$ cat config.mk
export PLATFORM = sky130hd
export DESIGN_NAME = adc_dac_sequencer
export DESIGN_NICKNAME = d
export VERILOG_FILES = /design/src/rtl/adc_dac_pkg.sv /design/src/rtl/adc_cfg_shifter.sv /design/src/rtl/adc_dac_sequencer.sv
export SDC_FILE = /design/constraint.sdc
export NUM_CORES = 1
export LEC_CHECK = 0
export BUFFER_PORTS_ARGS = -buffer_cell sky130_fd_sc_hd__buf_2
export CAP_MARGIN = 10
export CORE_MARGIN = 4
export CORE_UTILIZATION = 24
export DETAILED_ROUTE_END_ITERATION = 7
export HOLD_SLACK_MARGIN = 0.03
export PLACE_DENSITY = 0.55
export SLEW_MARGIN = 20
export SYNTH_ARGS = -nofsm -noshare
export SYNTH_HDL_FRONTEND = slang
export SYNTH_SLANG_ARGS = --single-unit
$ cat constraint.sdc
create_clock -name clk -period 1.6 [get_ports clk]
set_clock_uncertainty 0.1 [all_clocks]
set_input_delay 0.32 -clock clk [delete_from_list [all_inputs] [get_ports clk]]
set_output_delay 0.32 -clock clk [all_outputs]
set_load 0.005 [all_outputs]
$ cat src/rtl/adc_dac_pkg.sv
`default_nettype none
// ============================================================================
// Module      : adc_dac_pkg
// Description : Shared constants and FSM state encoding for the ADC-to-DAC
//               sample sequencer.
// Revision    : 1.0 - initial release
// ============================================================================
package adc_dac_pkg;

    // Default widths of the sample bus and the ADC configuration word
    localparam int c_DEF_DATA_W     = 10;
    localparam int c_DEF_CFG_W      = 16;

    // Shortest tick period that still fits the six-cycle sample schedule
    localparam int c_MIN_SAMPLE_DIV = 8;

    // Sequencer state encoding
    localparam int c_ST_W = 3;
    localparam logic [c_ST_W-1:0] c_ST_IDLE    = 3'd0;
    localparam logic [c_ST_W-1:0] c_ST_CFG_LO  = 3'd1;
    localparam logic [c_ST_W-1:0] c_ST_CFG_HI  = 3'd2;
    localparam logic [c_ST_W-1:0] c_ST_CAPTURE = 3'd3;
    localparam logic [c_ST_W-1:0] c_ST_SETUP_A = 3'd4;
    localparam logic [c_ST_W-1:0] c_ST_WRITE_A = 3'd5;
    localparam logic [c_ST_W-1:0] c_ST_SETUP_B = 3'd6;
    localparam logic [c_ST_W-1:0] c_ST_WRITE_B = 3'd7;

endpackage
`default_nettype wire

$ cat src/rtl/adc_cfg_shifter.sv
`default_nettype none
// ============================================================================
// Module      : adc_cfg_shifter
// Description : Shifts a configuration word to the ADC MSB first, two clock
//               cycles per bit (sclk low, then sclk high with sdi held).
// Revision    : 1.0 - initial release
// ============================================================================
module adc_cfg_shifter
    import adc_dac_pkg::*;
#(
    parameter int CFG_W = c_DEF_CFG_W
) (
    input  logic             clk,
    input  logic             reset,
    input  logic             load,
    input  logic [CFG_W-1:0] cfg_word,
    output logic             sdi,
    output logic             sclk,
    output logic             busy,
    output logic             done
);

    localparam int c_CNT_W = (CFG_W > 1) ? $clog2(CFG_W) : 1;

    logic [CFG_W-1:0]   r_shreg;
    logic [c_CNT_W-1:0] r_bit;
    logic               r_phase;   // 0: sclk low half, 1: sclk high half
    logic               r_active;
    logic               w_last;

    assign w_last = (r_bit == c_CNT_W'(CFG_W - 1));

    // Latch the word on load, then walk bit halves until the last bit's high half
    always_ff @(posedge clk or negedge reset) begin
        if (!reset) begin
            r_shreg  <= '0;
            r_bit    <= '0;
            r_phase  <= 1'b0;
            r_active <= 1'b0;
        end else if (load) begin
            r_shreg  <= cfg_word;
            r_bit    <= '0;
            r_phase  <= 1'b0;
            r_active <= 1'b1;
        end else if (r_active) begin
            if (!r_phase) begin
                r_phase <= 1'b1;
            end else begin
                r_phase <= 1'b0;
                r_shreg <= {r_shreg[CFG_W-2:0], 1'b0};
                r_bit   <= r_bit + 1'b1;
                if (w_last) begin
                    r_active <= 1'b0;
                end
            end
        end
    end

    // Serial pins idle low whenever no transfer is in flight
    assign sdi  = r_active & r_shreg[CFG_W-1];
    assign sclk = r_active & r_phase;
    assign busy = r_active;
    assign done = r_active & r_phase & w_last;

endmodule
`default_nettype wire

$ cat src/rtl/adc_dac_sequencer.sv
`default_nettype none
// ============================================================================
// Module      : adc_dac_sequencer
// Description : Deterministic ADC-to-DAC sample schedule: serial ADC
//               configuration, programmable-rate sampling and two-channel DAC
//               writes with setup and strobe cycles.
// Revision    : 1.0 - initial release
// ============================================================================
module adc_dac_sequencer
    import adc_dac_pkg::*;
#(
    parameter int DATA_W     = c_DEF_DATA_W,
    parameter int CFG_W      = c_DEF_CFG_W,
    parameter int SAMPLE_DIV = 16
) (
    input  logic              clk,
    input  logic              reset,
    input  logic              enable,
    input  logic              en_a,
    input  logic              en_b,
    input  logic              invert_b,
    input  logic              cfg_start,
    input  logic [CFG_W-1:0]  cfg_word,
    input  logic              overrun_clr,
    input  logic [DATA_W-1:0] adc_in,
    output logic              adc_oe,
    output logic              sdi,
    output logic              sclk,
    output logic [DATA_W-1:0] dac_out,
    output logic              dac_wr_a,
    output logic              dac_wr_b,
    output logic              sample_valid,
    output logic              cfg_busy,
    output logic              overrun
);

    // A divider below the schedule length would overrun every sample, so clamp it
    localparam int c_DIV   = (SAMPLE_DIV < c_MIN_SAMPLE_DIV) ? c_MIN_SAMPLE_DIV : SAMPLE_DIV;
    localparam int c_CNT_W = $clog2(c_DIV);

    logic [c_ST_W-1:0]  r_state;
    logic [c_ST_W-1:0]  w_next;
    logic [c_CNT_W-1:0] r_cnt;
    logic [DATA_W-1:0]  r_sample;
    logic [DATA_W-1:0]  r_dac;
    logic               r_overrun;
    logic               w_tick;
    logic               w_load;
    logic               w_drop;
    logic               w_cfg_busy;
    logic               w_cfg_done;

    assign w_tick = enable & (r_cnt == c_CNT_W'(c_DIV - 1));

    // Sample-rate divider; parked at zero while the scheduler is disabled
    always_ff @(posedge clk or negedge reset) begin
        if (!reset) begin
            r_cnt <= '0;
        end else if (!enable || w_tick) begin
            r_cnt <= '0;
        end else begin
            r_cnt <= r_cnt + 1'b1;
        end
    end

    // Sequencer state register
    always_ff @(posedge clk or negedge reset) begin
        if (!reset) begin
            r_state <= c_ST_IDLE;
        end else begin
            r_state <= w_next;
        end
    end

    // Next-state logic and state-decoded outputs
    always_comb begin
        w_next       = r_state;
        w_load       = 1'b0;
        adc_oe       = 1'b0;
        sample_valid = 1'b0;
        dac_wr_a     = 1'b0;
        dac_wr_b     = 1'b0;
        case (r_state)
            c_ST_IDLE: begin
                if (cfg_start) begin
                    w_next = c_ST_CFG_LO;
                    w_load = 1'b1;
                end else if (w_tick) begin
                    w_next = c_ST_CAPTURE;
                end
            end
            c_ST_CFG_LO: begin
                adc_oe = 1'b1;
                w_next = c_ST_CFG_HI;
            end
            c_ST_CFG_HI: begin
                adc_oe = 1'b1;
                w_next = w_cfg_done ? c_ST_IDLE : c_ST_CFG_LO;
            end
            c_ST_CAPTURE: begin
                sample_valid = 1'b1;
                w_next       = c_ST_SETUP_A;
            end
            c_ST_SETUP_A: begin
                w_next = c_ST_WRITE_A;
            end
            c_ST_WRITE_A: begin
                dac_wr_a = en_a;
                w_next   = c_ST_SETUP_B;
            end
            c_ST_SETUP_B: begin
                w_next = c_ST_WRITE_B;
            end
            c_ST_WRITE_B: begin
                dac_wr_b = en_b;
                w_next   = c_ST_IDLE;
            end
            default: begin
                w_next = c_ST_IDLE;
            end
        endcase
    end

    // Sample capture and DAC bus: each channel's value is loaded one cycle
    // ahead of its strobe and held through it
    always_ff @(posedge clk or negedge reset) begin
        if (!reset) begin
            r_sample <= '0;
            r_dac    <= '0;
        end else if (r_state == c_ST_CAPTURE) begin
            r_sample <= adc_in;
            r_dac    <= adc_in;
        end else if (r_state == c_ST_WRITE_A) begin
            r_dac    <= invert_b ? ~r_sample : r_sample;
        end
    end

    // A tick that cannot start a capture is lost; record it until cleared
    assign w_drop = w_tick & ((r_state != c_ST_IDLE) | cfg_start);

    // Sticky overrun flag, set has priority over clear
    always_ff @(posedge clk or negedge reset) begin
        if (!reset) begin
            r_overrun <= 1'b0;
        end else if (w_drop) begin
            r_overrun <= 1'b1;
        end else if (overrun_clr) begin
            r_overrun <= 1'b0;
        end
    end

    adc_cfg_shifter #(
        .CFG_W (CFG_W)
    ) u_cfg_shifter (
        .clk      (clk),
        .reset    (reset),
        .load     (w_load),
        .cfg_word (cfg_word),
        .sdi      (sdi),
        .sclk     (sclk),
        .busy     (w_cfg_busy),
        .done     (w_cfg_done)
    );

    assign dac_out  = r_dac;
    assign overrun  = r_overrun;
    assign cfg_busy = w_cfg_busy;

endmodule
`default_nettype wire

==> metrics.csv <==
metric,value,unit
hold_class,input port to register,
cts_buffers,5,
vias_per_cell,4.23,
synth-seq-cells,50,
path_max_fanout,7,
cts-root-buf,clkbuf_8,
yosys.area_share.simple,11.3,%
antenna_found_initial,0,
mostFrequentLayoutCell,buf_2,
coreArea,9860,um2
final_cells,417,
synth_top_family_by_area,multiplexers,
syn_to_final_growth,35.0,%
crit_type,register to register,
cp.arrival,1.77,ns
leakagePower,1.57,nW
yosysSeqAreaShare,51.2,%
yosys.area_share.xor_xnor,5.37,%
hold_viol_final,0,
wirelength,5360,um
cap_violations,0,
start_util,24.8,%
die-area,11900,um2
critPathLaunchType,register,
yosysTopAreaCellShare,51.2,%
synth.avg_cell_area,11.8,um2
syn_inst,207,
fp.dieH,109,um
power_density,1890,nW/um2
track_usage,8.85,%
post-route-period-util,105,%
power.total,0.00624,W
antennaDiodeCount,0,
drc,0,
synthAdderAreaFrac,1.02,%
grt_pass1_wl,8310,um
rsz0062_at_grt,true,
gp_congestion,0.733,
setup_viol_count_final,28,
io_pins,52,
synth_fp_nets,243,
layout_common_cells,"buf_2, dfrtp_1, nand2_1",
yosysTopAreaCell,dfrtp_1,
max-slew-margin-rel,69.4,%
required,1.69,ns
dp.cells,394,
htree_levels,2,
vias,1764,
dr.pass1.iters,4,
insertion_delay,0.30,ns
rows,36,
die_x,109,um
dp_slack,-0.112,ns
drtIter0Drc,54,
grt_start_max_net_pins,39,
clock_sinks,50,
ys_warn_count,0,
utilization,33.5,%
tns,-1.23,ns
grt_pass1_vias,1768,
netlist_top_cells_area,"dfrtp_1, mux2_4, mux2_2, mux2i_1, xor2_1",
fin_crit,1.68,ns
muxShareOfSynthArea,22.1,%
synthFlopType,dfrtp_1,
fin_ws,-0.0845,ns
syn-cell-area,2450,um2
overflow,0,
ys_types,35,
ir_worst_vdd,0.560,mV
final_antenna_net_count,0,
dp.final_hpwl,3450,um
max_freq,594,MHz
synth-edff-count,0,
ctsLongestPathBuffers,2,
nets,319,
synth_compound_area_share,5.78,%
slew_viol_final,0,
post_drt_wl_per_cell,12.9,um
cts.clk_slew.worst_paths,0.09,ns
critPathCaptureType,register,
cts_tree,built,
numPortBuffers,51,
drive_above_1_share,44.0,%
status,finished with violations,
violations,negative setup slack,
tightest_slew,0.460,ns
synthArstFlopShare,100,%
## cell type report
| cell class | count | area (um2) |
|---|---|---|
| Sequential cell | 50 | 1250 |
| Timing Repair Buffer | 79 | 593 |
| Inverter | 4 | 15.0 |
| Tap cell | 133 | 166 |
| Fill cell | 1001 | 6560 |
| Clock buffer | 6 | 72.6 |
| Multi-Input combinational cell | 143 | 1160 |
| Clock inverter | 2 | 37.5 |
## timing repair
action	4_1_cts	5_1_grt
hold endpoints to repair	15	0
resized for setup	8	7
buffers inserted	7	3
cloned	1	3
pin swaps	3	4
setup endpoints to repair	14	40
hold buffers	1	0
## registers in the layout, summed over array words and instances, names as in the netlist
| name | flops |
|---|---|
| r_sample | 10 |
| u_cfg_shifter.r_shreg | 16 |
| u_cfg_shifter.r_phase | 1 |
| overrun | 1 |
| dac_out | 10 |
| u_cfg_shifter.busy | 1 |
| r_state | 3 |
| r_cnt | 4 |
| u_cfg_shifter.r_bit | 4 |
## report_power, final
group,leakage (nW),internal (W),total (W),switching (W)
clock network,0.0514,0.000467,0.000899,0.000431
registers,0.607,0.00184,0.00220,0.000354
logic,0.913,0.00189,0.00314,0.00124
total,1.57,0.00421,0.00624,0.00203
## stage by stage
| stage | hold WS (ns) | cell area [um2] |
|---|---|---|
| 2_1_floorplan | -0.0756 | 2450 |
| 3_3_place_gp | 0.192 | 2970 |
| 3_5_place_dp | 0.198 | 2970 |
| 4_1_cts | 0.0956 | 3200 |
| 5_1_grt | 0.102 | 3300 |
| 6_report | 0.108 | 3300 |
## synth_stat cells (2+ instances only)
library cell   n
nand4b_1       2
inv_1          3
dfrtp_1       50
ha_1           2
mux2i_1       15
mux2_2        16
nor2_1         7
xor2_1        13
and3_1         2
nand2_1       25
buf_2          7
mux2_4        14
buf_4          2
and2_1         3
nand3_1        4
a21oi_1        5
o21ai_0       18
xnor2_1        2
## routing by layer
layer | up-vias | GRT usage, % | routed length (um)
met5 | - | 0 | 0
met4 | 0 | 2.16 | 24
met3 | 2 | 2.55 | 309
met2 | 39 | 14.8 | 2580
met1 | 855 | 11.3 | 2450
li1 | 868 | - | -
## final timing paths
kind,start,to,slack [ns],cells past startpoint
worst min register to register,r_cnt[0]$_DFF_PN0_,r_cnt[0]$_DFF_PN0_,0.38,1
worst max register to register,r_state[1]$_DFFE_PN0P_,dac_out[2]$_DFFE_PN0P_,-0.08,6
max in group asynchronous,reset,u_cfg_shifter.r_shreg[2]$_DFFE_PN0P_,0.55,3
worst min-delay path,overrun_clr,overrun$_DFFE_PN0P_,0.11,2
worst max-delay path,r_state[1]$_DFFE_PN0P_,dac_out[2]$_DFFE_PN0P_,-0.08,6
min in group asynchronous,reset,u_cfg_shifter.r_bit[0]$_DFFE_PN0P_,0.39,2
## critical path, cell delays in order (launching register included)
cell and delay [ns]:
dfrtp_2 0.43, buf_4 0.15, buf_12 0.12, nand3b_4 0.10, buf_12 0.14, mux2_4 0.29
mux2_4 0.26
## kinds of logic after synthesis
group                    after synthesis
AND/OR/NAND/NOR                       53
buffers and inverters                 15
AO/OA/AOI/OAI                         27
adder cells (fa/ha/maj)                2
multiplexers                          45
flip-flops                            50
XOR/XNOR                              15
Power figures use the tool's default switching activity.
